===== src/rtl/toggle_event_decoder_if.sv =====
// toggle_event_decoder_if
//   Bundles the toggle line, the consumer handshake and the status outputs
//   of toggle_event_decoder.
//   master : event source / consumer side (drives T_in, Ev_ready)
//   slave  : decoder side (drives Ev_pulse, Ev_valid, Pending, Count,
//            Overflow, Level)
interface toggle_event_decoder_if #(
    parameter int CNT_W  = 8,
    parameter int PEND_W = 4
);
    logic              T_in;
    logic              Ev_ready;
    logic              Ev_pulse;
    logic              Ev_valid;
    logic [PEND_W-1:0] Pending;
    logic [CNT_W-1:0]  Count;
    logic              Overflow;
    logic              Level;

    modport master (
        output T_in, Ev_ready,
        input  Ev_pulse, Ev_valid, Pending, Count, Overflow, Level
    );

    modport slave (
        input  T_in, Ev_ready,
        output Ev_pulse, Ev_valid, Pending, Count, Overflow, Level
    );
endinterface


===== src/rtl/toggle_event_decoder.sv =====
// toggle_event_decoder
//   Recovers events from a remote toggle flip-flop. T_in is synchronised,
//   each level change becomes a one-cycle Ev_pulse, and events are queued as
//   a pending count drained through a valid/ready handshake. Also keeps a
//   wrapping event count and a sticky overflow flag.
// Ports
//   Clk  : clock, rising edge
//   SR   : asynchronous active-high reset
//   bus  : slave modport of toggle_event_decoder_if
//          in  T_in, Ev_ready
//          out Ev_pulse, Ev_valid, Pending, Count, Overflow, Level
module toggle_event_decoder #(
    parameter int SYNC_STAGES = 2,
    parameter int CNT_W       = 8,
    parameter int PEND_W      = 4
) (
    input  logic                    Clk,
    input  logic                    SR,
    toggle_event_decoder_if.slave   bus
);

    localparam logic [PEND_W-1:0] PEND_MAX = '1;

    typedef enum logic [1:0] {
        ST_EMPTY = 2'd0,
        ST_HOLD  = 2'd1,
        ST_FULL  = 2'd2
    } pend_state_t;

    logic [SYNC_STAGES-1:0] r_sync;
    logic                   r_level;
    logic                   r_pulse;
    logic                   r_valid;
    logic                   r_ovf;
    logic [PEND_W-1:0]      r_pend;
    logic [CNT_W-1:0]       r_count;
    pend_state_t            r_state;

    logic                   w_edge;
    logic                   w_accept;
    logic                   w_drop;
    logic [PEND_W-1:0]      w_pend_nxt;

    // Either polarity of change on the synchronised line is one event.
    assign w_edge   = r_sync[SYNC_STAGES-1] ^ r_level;
    // Uses the registered valid, so Ev_ready never reaches Ev_valid combinationally.
    assign w_accept = r_valid & bus.Ev_ready;

    always_comb begin
        w_pend_nxt = r_pend;
        w_drop     = 1'b0;
        if (w_edge && !w_accept) begin
            if (r_state == ST_FULL)
                w_drop = 1'b1;          // no room: event is lost
            else
                w_pend_nxt = r_pend + PEND_W'(1);
        end else if (w_accept && !w_edge) begin
            w_pend_nxt = r_pend - PEND_W'(1);
        end
    end

    always_ff @(posedge Clk or posedge SR) begin
        if (SR) begin
            r_sync  <= '0;
            r_level <= 1'b0;
            r_pulse <= 1'b0;
            r_valid <= 1'b0;
            r_ovf   <= 1'b0;
            r_pend  <= '0;
            r_count <= '0;
            r_state <= ST_EMPTY;
        end else begin
            // Only r_sync[0] samples the asynchronous input.
            r_sync  <= {r_sync[SYNC_STAGES-2:0], bus.T_in};
            r_level <= r_sync[SYNC_STAGES-1];
            r_pulse <= w_edge;
            if (w_edge)
                r_count <= r_count + CNT_W'(1);
            if (w_drop)
                r_ovf <= 1'b1;
            r_pend  <= w_pend_nxt;
            r_valid <= (w_pend_nxt != '0);
            if (w_pend_nxt == '0)
                r_state <= ST_EMPTY;
            else if (w_pend_nxt == PEND_MAX)
                r_state <= ST_FULL;
            else
                r_state <= ST_HOLD;
        end
    end

    assign bus.Ev_pulse = r_pulse;
    assign bus.Ev_valid = r_valid;
    assign bus.Pending  = r_pend;
    assign bus.Count    = r_count;
    assign bus.Overflow = r_ovf;
    assign bus.Level    = r_level;

endmodule


===== src/flat_wrapper.sv =====
// flat-port wrapper written by rule: the top's interface ports become plain ports
module toggle_event_decoder_flat 
#(
    parameter int SYNC_STAGES = 2,
    parameter int CNT_W       = 8,
    parameter int PEND_W      = 4
)
  (Clk, SR, bus_T_in, bus_Ev_ready, bus_Ev_pulse, bus_Ev_valid, bus_Pending, bus_Count, bus_Overflow, bus_Level);
  toggle_event_decoder_if #(.CNT_W(CNT_W), .PEND_W(PEND_W)) bus_i ();
  input  logic Clk;
  input  logic SR;
  input wire logic [$bits(bus_i.T_in)-1:0] bus_T_in;
  input wire logic [$bits(bus_i.Ev_ready)-1:0] bus_Ev_ready;
  output wire logic [$bits(bus_i.Ev_pulse)-1:0] bus_Ev_pulse;
  output wire logic [$bits(bus_i.Ev_valid)-1:0] bus_Ev_valid;
  output wire logic [$bits(bus_i.Pending)-1:0] bus_Pending;
  output wire logic [$bits(bus_i.Count)-1:0] bus_Count;
  output wire logic [$bits(bus_i.Overflow)-1:0] bus_Overflow;
  output wire logic [$bits(bus_i.Level)-1:0] bus_Level;
  assign bus_i.T_in = bus_T_in;
  assign bus_i.Ev_ready = bus_Ev_ready;
  assign bus_Ev_pulse = bus_i.Ev_pulse;
  assign bus_Ev_valid = bus_i.Ev_valid;
  assign bus_Pending = bus_i.Pending;
  assign bus_Count = bus_i.Count;
  assign bus_Overflow = bus_i.Overflow;
  assign bus_Level = bus_i.Level;
  toggle_event_decoder #(.SYNC_STAGES(SYNC_STAGES), .CNT_W(CNT_W), .PEND_W(PEND_W)) u_core (.Clk(Clk), .SR(SR), .bus(bus_i));
endmodule

===== config.mk =====
export PLATFORM = sky130hd
export DESIGN_NAME = toggle_event_decoder_flat
export DESIGN_NICKNAME = d
export VERILOG_FILES = /design/src/rtl/toggle_event_decoder_if.sv /design/src/rtl/toggle_event_decoder.sv /design/src/flat_wrapper.sv
export SDC_FILE = /design/constraint.sdc
export NUM_CORES = 1
export LEC_CHECK = 0
export BUFFER_PORTS_ARGS = -buffer_cell sky130_fd_sc_hd__buf_2
export CORE_MARGIN = 1.5
export CORE_UTILIZATION = 40
export DETAILED_ROUTE_END_ITERATION = 6
export GPL_ROUTABILITY_DRIVEN = 0
export HOLD_SLACK_MARGIN = 0.12
export PLACE_DENSITY_LB_ADDON = 0.15
export SYNTH_ARGS = -nofsm -noshare
export SYNTH_HDL_FRONTEND = slang
export SYNTH_SLANG_ARGS = --single-unit
export TNS_END_PERCENT = 20

===== constraint.sdc =====
create_clock -name Clk -period 1.7 [get_ports Clk]
set_clock_uncertainty 0.05 [all_clocks]
set_input_delay 0.085 -clock Clk [delete_from_list [all_inputs] [get_ports Clk]]
set_output_delay 0.085 -clock Clk [all_outputs]
set_load 0.005 [all_outputs]

==> summary.txt, run 1 <==
Outcome
  – Status: finished with violations
  – Failing checks: negative setup slack

STA
  – Final setup TNS: -0.191 ns
  – Worst Tran Pin Value: 0.353 ns
  – Post-layout min period: 1.80 ns
  – Worst slew margin: 0.765
  – FMAX: 555 MHz
  – RSZ-0062 raised after global routing: yes
  – Setup ws final: -0.103 ns
  – Tcrit/Tclk final: 1.06
  – Final setup violation count: 2
  – Fin. Hold Viols: 0
  – Max-slew violation count: 0

GRT
  – GRT overflow: 0
  – Vias in the first global route: 717
  – Global Route Usage Sum: 0.165
  – First-pass GRT wire length: 3.06 mm
  – Initial antenna violation count: 0
  – Largest net degree at the start of global routing: 21

Cells and area
  – Post-route insts no fill: 150
  – Ant diodes: 0
  – Design area: 0.00127 sq mm
  – Layout cells sized above 1: 0.410
  – P&R area growth vs syn: 40.5%
  – Fillcell total: 192
  – Nets@finish: 130

Synth
  – Post-synth ARST share: 1.00
  – Ys Warns: 0
  – Mapped Cells: 81
  – Register area share after synthesis: 0.553
  – Synth Area per Inst: 11.2 sq um
  – Main area contributors after synthesis: dfrtp_1 55%, xnor2_1 7.7%, nand4_1 4.8%, ha_1 4.1%, nand2_1 3.3%
  – Flops & latches, synth: 20
  – Post-synth EDFFs: 0
  – Post-synth top area share: 0.553
  – Syn nets: 88
  – Post-Syn Area: 905 sq um
  – Area leader, netlist: dfrtp_1
  – Library cells used by synthesis: 31
  – Prevailing post-synth register cell: dfrtp_1

Floorplan
  – Die Height: 50.6 um
  – Initial Util: 0.417
  – Core area: 0.00217 sq mm
  – I/O pin count: 20
  – Row count: 17
  – Die width: 50.6 um
  – Die area: 0.00256 sq mm

Worst hold path
  – Hold/Removal Path Class: in -> reg
  – Hold_sp: bus_Ev_ready
  – Hold EP: u_core.bus.Overflow$_DFFE_PP0P_
  – Hold Path Depth: 3

Clock network
  – Worst-skew pair later-pin latency: 0.31 ns
  – CTS tree: done
  – Clock buffer depth: 2
  – Clock transition at the registers of the reported paths: 0.12 ns
  – CTS H-tree lvls: 1
  – Root Buffer: clkbuf_4
  – CTS Buf Count: 3
  – Sink Count: 20

Placed design
  – DPL Wire Length: 1.31 mm
  – Post-Place Cells: 140
  – Port bufs: 19
  – Placed cell areas: 0.00113 sq mm

Routing
  – DR iter-0 viols: 7
  – WL/cell: 12.4 um
  – Post-route ant nets: 0
  – Via Count: 767
  – DR vias/cell: 5.11
  – WL final: 1.86 mm
  – Detailed-route DRC error count: 0
  – First-pass iteration count of the detailed router: 4

Setup path
  – WS Path Type: reg -> reg
  – Slowest stage cell on the critical path: dfrtp_2
  – Worst R2R Start: u_core.bus.Pending[0]$_DFF_PP0_
  – FF-to-FF End: u_core.r_state[0]$_DFF_PP0_
  – Worst-path fanout max: 6
  – Delay-heaviest family, CP: compound AO/OA/AOI/OAI gates
  – Crit path capture type: register
  – Crit path cell chain: ha_1 > and2_1 > a222oi_1 > buf_4 > a21boi_2 > mux2i_1
  – Crit-path max cell delay: 0.45 ns
  – Path depth of the worst reg2reg path: 6
  – Worst Path Arrival: 1.95 ns
  – Critical Path Source Type: register
  – R2r setup slk: -0.10 ns
  – Critical Path RT: 1.85 ns
  – CP Launch Point: u_core.bus.Pending[0]$_DFF_PP0_
  – Worst Path Buf+Inv: 1

Flow run
  – MaxCap Viol Count: 0

Pwr
  – Leak: 0.000593 uW
  – VDD IR max: 0.985 mV
  – PwrDens: 1680 mW/mm^2
cell usage after synthesis, drive strengths merged (2+ instances only):
cell / count
xnor2: 9
nand4: 7
a31oi: 2
nand2: 8
o21ai: 2
inv: 4
ha: 3
dfrtp: 20
and3: 2
nor2: 2
nand3: 2
and2: 4
nand2b: 2
worst max path at each step:
| stage | slack [ns] | cells past startpoint | endpoint |
|---|---|---|---|
| final | -0.10 | 6 | u_core.r_state[0]$_DFF_PP0_ |
| after CTS | -0.02 | 6 | u_core.r_state[0]$_DFF_PP0_ |
| after floorplan | 0.006 | 5 | u_core.r_state[0]$_DFF_PP0_ |
| after detailed placement | -0.11 | 5 | u_core.r_state[0]$_DFF_PP0_ |
| after global placement | -0.03 | 5 | u_core.r_state[0]$_DFF_PP0_ |
| after global routing | -0.15 | 6 | u_core.r_state[1]$_DFF_PP0_ |
power breakdown:
part	internal (uW)	switching [uW]
clock	238	153
combinational	529	412
sequential	634	164
layout make-up:
class                           count  area, sq um  area share
Inverter                            4         17.5      0.0138
Clock inverter                      1         30.0      0.0236
Tap cell                           28         35.0      0.0276
Multi-Input combinational cell     56          417       0.328
Sequential cell                    20          503       0.396
Timing Repair Buffer               38          246       0.194
Clock buffer                        3         22.5      0.0177
per-layer routing:
layer  GRT usage  routed length [um]  vias to the layer above  share of wire
met1       0.194                 810                      368           0.44
met4       0.117                  54                        0          0.029
met2       0.265                 902                       26           0.49
met5           0                   0                        -              0
li1            -                   -                      369              -
met3      0.0357                  88                        4          0.047
tightest hold or removal path, stage by stage:
cell	delay [ns]
buf_2	0.10
nand2_1	0.15
a31o_2	0.17
cells in the final DEF (no fill, tap or decap), types with 3 or more instances in the layout:
cell type  synthesis  routed
inv_1              3       3
buf_4              0      16
dfrtp_1           20      18
nand2_1            8       8
and2_1             3       3
buf_2              0      19
xnor2_1            8       8
clkbuf_4           0       3
ha_1               3       3
nand4_1            7       7
repair_timing:
item,in CTS,in global routing
hold buffers,2,0
buffers inserted,5,0
hold endpoints to repair,21,0
endpoints found under the setup margin,2,5
pin swaps,7,3
resized for setup,3,6
metrics by stage:
step / worst slack [ns] / total power [uW] / util / hold slack, ns
after floorplan: 0.00602 / 1250 / - / -0.00117
after global placement: -0.0340 / 1630 / 0.522 / 0.0693
after detailed placement: -0.111 / 1640 / 0.522 / 0.0732
after CTS: -0.0249 / 2130 / 0.578 / 0.150
after global routing: -0.150 / 2280 / 0.586 / 0.192
final: -0.103 / 2130 / 0.586 / 0.182
sequential cells by signal, indices dropped and copies added, names as in the netlist:
signal / flops
u_core.bus.Count: 8
u_core.bus.Ev_pulse: 1
u_core.bus.Ev_valid: 1
u_core.bus.Level: 1
u_core.bus.Overflow: 1
u_core.bus.Pending: 4
u_core.r_state: 2
u_core.r_sync: 2
kinds of logic after synthesis:
logic type / share of synthesized area
buffers and inverters: 0.0207
adder cells (fa/ha/maj): 0.0415
AND/OR/NAND/NOR: 0.184
XOR/XNOR: 0.105
AO/OA/AOI/OAI: 0.0844
flip-flops: 0.553
multiplexers: 0.0111
(Power assumes the default switching activity.)
==> run 2: changes to the inputs <==
==> constraint.sdc (replaced) <==
create_clock -name Clk -period 2.1 [get_ports Clk]
set_clock_uncertainty 0.05 [all_clocks]
set_input_delay 0.105 -clock Clk [delete_from_list [all_inputs] [get_ports Clk]]
set_output_delay 0.105 -clock Clk [all_outputs]
set_load 0.005 [all_outputs]
==> summary.txt, run 2 (synthesis gave the netlist of run 1 again) <==
Setup path
  – Crit-path max cell delay: 0.51 ns (+0.06 ns)
  – Crit path cell chain: inv_1 > ha_1 > and2_0 > a222oi_1 > a21boi_1 > mux2i_1
  – Critical Path RT: 2.24 ns (+0.39 ns)
  – Worst-path fanout max: 9 (+3)
  – Crit path capture type: register
  – Path depth of the worst reg2reg path: 6 (unchanged)
  – Worst Path Arrival: 2.09 ns (+0.14 ns)
  – Critical Path Source Type: register
  – Slowest stage cell on the critical path: dfrtp_1
  – WS Path Type: reg -> reg

Clock network
  – Sink Count: 20 (unchanged)
  – CTS Buf Count: 3 (unchanged)
  – Worst-skew pair later-pin latency: 0.30 ns (about the same)
  – Clock transition at the registers of the reported paths: 0.12 ns (about the same)
  – CTS H-tree lvls: 1 (unchanged)
  – Post-CTS setup buffers: 0 (-5)
  – Clock buffer depth: 2 (unchanged)
  – Root Buffer: clkbuf_4
  – CTS tree: done

Floorplan
  – I/O pin count: 20 (unchanged)
  – Die area: 0.00256 sq mm (unchanged)
  – Row count: 17 (unchanged)
  – Die width: 50.6 um (unchanged)
  – Initial Util: 0.417 (unchanged)
  – Core area: 0.00217 sq mm (unchanged)
  – Die Height: 50.6 um (unchanged)

Placed design
  – DPL Wire Length: 1.31 mm (-0.31%)
  – Port bufs: 19 (unchanged)
  – Placed cell areas: 0.00103 sq mm (-9.0%)

Routing
  – First-pass iteration count of the detailed router: 4 (unchanged)
  – DR iter-0 viols: 11 (+4)
  – DR vias/cell: 5.24 (+2.5%)
  – Detailed-route DRC error count: 0 (unchanged)
  – WL final: 1.77 mm (-4.5%)
  – Post-route ant nets: 0 (unchanged)
  – Via Count: 697 (-9.1%)
  – WL/cell: 13.3 um (+7.7%)

GRT
  – GRT overflow: 0 (unchanged)
  – Vias in the first global route: 740 (+3.2%)
  – Met1 Track Usage GR: 0.202 (+0.00814)
  – GR peak layer: met2
  – GRT met2 Usage: 0.276 (+0.0110)
  – Global Route met3 Usage: 0.0357 (unchanged)
  – Initial antenna violation count: 0 (unchanged)
  – Largest net degree at the start of global routing: 21 (unchanged)
  – First-pass GRT wire length: 3.17 mm (+3.4%)
  – Global Route Usage Sum: 0.171 (+0.00583)

Cells and area
  – Nets@finish: 113 (-13%)
  – Max reg flops: 8 (unchanged)
  – P&R area growth vs syn: 23.2%
  – Commonest non-fill, non-tap cell in the layout: dfrtp_1
  – Design area: 0.00111 sq mm (-12%)
  – Ant diodes: 0 (unchanged)
  – Layout cells sized above 1: 0.257 (-0.153)
  – Most frequent cells in the layout: 20 x dfrtp_1, 19 x buf_2, 8 x nand2_1, 8 x xnor2_1, 7 x nand4_1

Pwr
  – Leak: 0.000513 uW (-14%)
  – PwrDens: 1360 mW/mm^2 (-19%)
  – VDD IR max: 0.709 mV (-28%)

STA
  – Max-slew violation count: 0 (unchanged)
  – RSZ-0062 raised after global routing: no
  – Worst slew margin: 0.512 (-0.253)
  – Post-layout min period: 1.95 ns (+0.148 ns)
  – Tcrit/Tclk final: 0.929 (-0.132)
  – Fin. Hold Viols: 0 (unchanged)
  – Final setup TNS: 0 ns (+0.191 ns)
  – Worst Tran Pin Value: 0.732 ns (+0.378 ns)
  – Final setup violation count: 0 (-2)
  – FMAX: 513 MHz (-7.6%)

Outcome
  – Status: finished, final reports clean

Worst hold path
  – Hold/Removal Path Class: in -> reg
  – Hold Path Depth: 3 (unchanged)

Flow run
  – MaxCap Viol Count: 0 (unchanged)
run 2: critical path, delay by kind of cell, from the launching register on:
family	cells	cell delay, ns
AOI/OAI and AO/OA	2	0.68
DFF	1	0.51
adders and majority gates	1	0.23
buffers and inverters	1	0.14
and+or+nand+nor	1	0.14
muxes	1	0.09
run 2: layer usage:
| layer | part of all wire | vias up |
|---|---|---|
| li1 | - | 337 |
| met1 | 0.43 | 325 |
| met2 | 0.51 | 27 |
| met3 | 0.036 | 8 |
| met4 | 0.025 | 0 |
| met5 | 0 | - |
run 2: cell type report:
cell class / count / area (sq um)
Sequential cell: 20 / 500
Timing Repair Buffer: 21 / 115
Clock inverter: 1 / 30.0
Tap cell: 28 / 35.0
Inverter: 4 / 15.0
Multi-Input combinational cell: 56 / 397
Fill cell: 212 / 1050
Clock buffer: 3 / 22.5
run 2: path summary, 6_finish.rpt:
check | start | endpoint | slack, ns
min reg2reg | u_core.r_sync[0]$_DFF_PP0_ | u_core.r_sync[1]$_DFF_PP0_ | 0.32
min in group asynchronous | SR | u_core.bus.Ev_valid$_DFF_PP0_ | 0.40
max | u_core.bus.Pending[0]$_DFF_PP0_ | u_core.r_state[0]$_DFF_PP0_ | 0.15
max reg2reg | u_core.bus.Pending[0]$_DFF_PP0_ | u_core.r_state[0]$_DFF_PP0_ | 0.15
min | bus_Ev_ready | u_core.bus.Overflow$_DFFE_PP0P_ | 0.20
max in group asynchronous | SR | u_core.bus.Pending[1]$_DFF_PP0_ | 1.14
run 2: metrics by stage:
stage	setup slack, ns	hold slack, ns	utilization	total power [uW]	std cells
2_1_floorplan	0.288	0.0188	-	1000	81
3_3_place_gp	0.180	0.165	0.475	1180	127
3_5_place_dp	0.168	0.165	0.475	1200	127
4_1_cts	0.130	0.190	0.509	1520	133
5_1_grt	0.0323	0.215	0.514	1640	133
6_report	0.149	0.200	0.514	1520	133
run 2: power breakdown:
group,leakage (uW),switching (uW),internal (uW)
clock network,0.0000279,124,193
registers,0.000241,146,511
logic,0.000244,272,270
run 2: repair_timing:
action,in CTS,in global routing
setup endpoints to repair,0,1
endpoints found under the hold margin,21,0
hold buffers,2,0
resized for setup,0,1
==> run 3: changes to the inputs <==
--- a/config.mk
+++ b/config.mk
@@ -5,9 +5,12 @@
 export SDC_FILE = /design/constraint.sdc
 export NUM_CORES = 1
 export LEC_CHECK = 0
+export ABC_AREA = 1
 export BUFFER_PORTS_ARGS = -buffer_cell sky130_fd_sc_hd__buf_2
-export CORE_MARGIN = 1.5
+export CORE_ASPECT_RATIO = 1.75
+export CORE_MARGIN = 3
 export CORE_UTILIZATION = 40
+export CTS_CLUSTER_DIAMETER = 40
 export DETAILED_ROUTE_END_ITERATION = 6
 export GPL_ROUTABILITY_DRIVEN = 0
 export HOLD_SLACK_MARGIN = 0.12
==> summary.txt, run 3 <==
Outcome
  – Status: finished, final reports clean

Synth
  – Ys Warns: 0 (unchanged)
  – Post-Syn Area: 0.00112 sq mm (+24%)
  – Register area share after synthesis: 0.447 (-0.106)
  – Mapped Cells: 134 (+65%)
  – Post-synth ARST share: 1.00 (unchanged)
  – Flops & latches, synth: 20 (unchanged)
  – Library cells used by synthesis: 22 (-29%)
  – Main area contributors after synthesis: dfrtp_1 45%, nand2_1 15%, nand2_2 6.7%, inv_1 5.0%, nand3_1 4.0%
  – Prevailing post-synth register cell: dfrtp_1
  – Area leader, netlist: dfrtp_1
  – Post-synth top cells: 46 x nand2_1, 20 x dfrtp_1, 15 x inv_1, 12 x nand2_2, 9 x nand3_1
  – Most frequent cell after synthesis: nand2_1
  – Synth Area per Inst: 8.35 sq um (-25%)
  – Syn nets: 141 (+60%)
  – Post-synth top area share: 0.447 (-0.106)
  – Post-synth EDFFs: 0 (unchanged)

STA
  – FMAX: 597 MHz (+16%)
  – Final setup violation count: 0 (unchanged)
  – Worst slew margin: 0.504 (-0.00730)
  – Worst Hold Slack: 0.185 ns (-0.0152 ns)
  – Fin. Hold Viols: 0 (unchanged)
  – Post-layout min period: 1.68 ns (-0.275 ns)
  – Tcrit/Tclk final: 0.798 (-0.131)
  – Worst Tran Pin Value: 0.743 ns (+0.0109 ns)
  – RSZ-0062 raised after global routing: no
  – Max-slew violation count: 0 (unchanged)
  – Final setup TNS: 0 ns (unchanged)

Worst hold path
  – Hold_sp: bus_Ev_ready
  – Hold EP: u_core.bus.Overflow$_DFFE_PP0P_
  – Hold Path Depth: 4 (+1)
  – Hold/Removal Path Class: in -> reg

Cells and area
  – Fillcell total: 255 (+20%)
  – Commonest non-fill, non-tap cell in the layout: nand2_1
  – P&R area growth vs syn: 18.1%
  – Nets@finish: 167 (+48%)
  – Post-route insts no fill: 185 (+39%)
  – Design area: 0.00132 sq mm (+19%)
  – Multi-input gate area: 549 sq um (+38%)
  – Layout cells sized above 1: 0.302 (+0.0447)
  – Most frequent cells in the layout: 46 x nand2_1, 20 x dfrtp_1, 19 x buf_2, 15 x inv_1, 12 x nand2_2
  – FF+latch area: 500 sq um (unchanged)
  – Ant diodes: 0 (unchanged)
  – Max reg flops: 8 (unchanged)

Clock network
  – CTS Buf Count: 3 (unchanged)
  – CTS H-tree lvls: 1 (unchanged)
  – Clock buffer depth: 2 (unchanged)
  – Worst-skew pair later-pin latency: 0.26 ns (-0.04 ns)
  – Clock transition at the registers of the reported paths: 0.07 ns (-0.05 ns)
  – Resized Gates After CTS: 0 (unchanged)
  – Root Buffer: clkbuf_8
  – CTS tree: done
  – Sink Count: 20 (unchanged)

Flow run
  – MaxCap Viol Count: 0 (unchanged)

Placed design
  – Post-Place Cells: 179 (+41%)
  – DPL Wire Length: 1.77 mm (+36%)
  – Placed cell areas: 0.00125 sq mm (+21%)
  – Port bufs: 19 (unchanged)

Floorplan
  – Die area: 0.00349 sq mm (+37%)
  – Core area: 0.00258 sq mm (+19%)
  – Row count: 24 (+7)
  – Die Height: 76.0 um (+50%)
  – Initial Util: 0.433 (+0.0162)
  – Die width: 46.0 um (-9.1%)
  – I/O pin count: 20 (unchanged)

GRT
  – GRT met2 Usage: 0.232 (-0.0443)
  – First-pass GRT wire length: 3.80 mm (+20%)
  – Met1 Track Usage GR: 0.175 (-0.0272)
  – Global Route met3 Usage: 0.0142 (-0.0215)
  – GR peak layer: met2
  – GRT overflow: 0 (unchanged)
  – Global Route Usage Sum: 0.143 (-0.0272)
  – Vias in the first global route: 867 (+17%)
  – Initial antenna violation count: 0 (unchanged)
  – Largest net degree at the start of global routing: 21 (unchanged)

Routing
  – Post-route ant nets: 0 (unchanged)
  – WL final: 2.19 mm (+24%)
  – First-pass iteration count of the detailed router: 5 (+1)
  – WL/cell: 11.8 um (-11%)
  – DR vias/cell: 4.81 (-8.2%)
  – Via Count: 890 (+28%)
  – Detailed-route DRC error count: 0 (unchanged)
  – DR iter-0 viols: 23 (+12)

Pwr
  – VDD IR max: 0.771 mV (+8.7%)
  – Leak: 0.000719 uW (+40%)
  – PwrDens: 1270 mW/mm^2 (-6.3%)

Setup path
  – FF-to-FF End: u_core.r_state[0]$_DFF_PP0_
  – Path depth of the worst reg2reg path: 10 (+4)
  – Critical Path RT: 2.20 ns (-0.04 ns)
  – R2r setup slk: 0.42 ns (+0.28 ns)
  – Delay-heaviest family, CP: flip-flops
  – WS Path Type: reg -> reg
  – Worst Path Arrival: 1.77 ns (-0.32 ns)
  – Slowest stage cell on the critical path: dfrtp_1
  – Worst-path fanout max: 7 (-2)
  – Most frequent CP cell: nand2_1
  – Crit path capture type: register
  – Crit-path max cell delay: 0.41 ns (-0.10 ns)
  – Critical Path Source Type: register
  – Worst R2R Start: u_core.bus.Pending[0]$_DFF_PP0_
  – Crit path cell chain: inv_1 > ha_1 > inv_1 > nand2_1 > nand2_1 > nand2_1 > a21boi_4 > nand2_2 > nor2_2 > nor2_1
  – Worst Path Buf+Inv: 2 (+1)
==> run 3: where the power goes <==
| group | internal, uW | total [uW] | switching (uW) |
|---|---|---|---|
| Combinational | 313 | 763 | 450 |
| Clock | 167 | 291 | 124 |
| Sequential | 506 | 630 | 124 |
| Total | 986 | 1680 | 699 |
==> run 3: cell families after synthesis <==
logic type	count (synthesis)	synth area share
AOI/OAI and AO/OA	4	0.0358
and+or+nand+nor	82	0.367
adders and majority gates	3	0.0336
xor gates and xnor gates	7	0.0548
DFF	20	0.447
buffers and inverters	18	0.0615
==> run 3: what timing repair did <==
item                      CTS  global route
buffers inserted            0             0
hold buffers                2             0
hold endpoints to repair   21             0
==> run 3: how the worst max path moves through the flow <==
stage,from,endpoint,slack (ns),depth (start not counted)
CTS,u_core.bus.Pending[0]$_DFF_PP0_,u_core.r_state[0]$_DFF_PP0_,0.41,10
finish,u_core.bus.Pending[0]$_DFF_PP0_,u_core.r_state[0]$_DFF_PP0_,0.42,10
global route,u_core.bus.Pending[0]$_DFF_PP0_,u_core.r_state[0]$_DFF_PP0_,0.20,11
floorplan,u_core.bus.Pending[0]$_DFF_PP0_,u_core.r_state[0]$_DFF_PP0_,0.55,10
detailed placement,u_core.bus.Pending[0]$_DFF_PP0_,u_core.r_state[0]$_DFF_PP0_,0.42,10
global placement,u_core.bus.Pending[1]$_DFF_PP0_,u_core.r_state[0]$_DFF_PP0_,0.44,10
==> run 3: worst register-to-register path, stage by stage, from the launching register on <==
cell	delay (ns)
dfrtp_1	0.41
inv_1	0.15
ha_1	0.31
inv_1	0.05
nand2_1	0.06
nand2_1	0.05
nand2_1	0.08
a21boi_4	0.19
nand2_2	0.06
nor2_2	0.12
nor2_1	0.05
==> run 3: through the flow <==
stage	worst slack [ns]	util	power, uW
floorplan	0.548	-	1170
global placement	0.444	0.483	1400
detailed placement	0.417	0.483	1410
CTS	0.409	0.512	1710
global route	0.200	0.512	1860
finish	0.424	0.512	1680
==> run 3: routing by layer <==
| layer | part of all wire | routed length [um] |
|---|---|---|
| met2 | 0.55 | 1190 |
| met5 | 0 | 0 |
| met3 | 0.028 | 61 |
| met1 | 0.39 | 861 |
| met4 | 0.033 | 72 |
==> run 3: layout make-up <==
type | count | area share
repair buffers | 21 | 0.0871
clock buffers | 4 | 0.0417
flip-flops and latches | 20 | 0.379
inverters | 18 | 0.0521
well taps | 26 | 0.0246
multi-input cells | 96 | 0.416
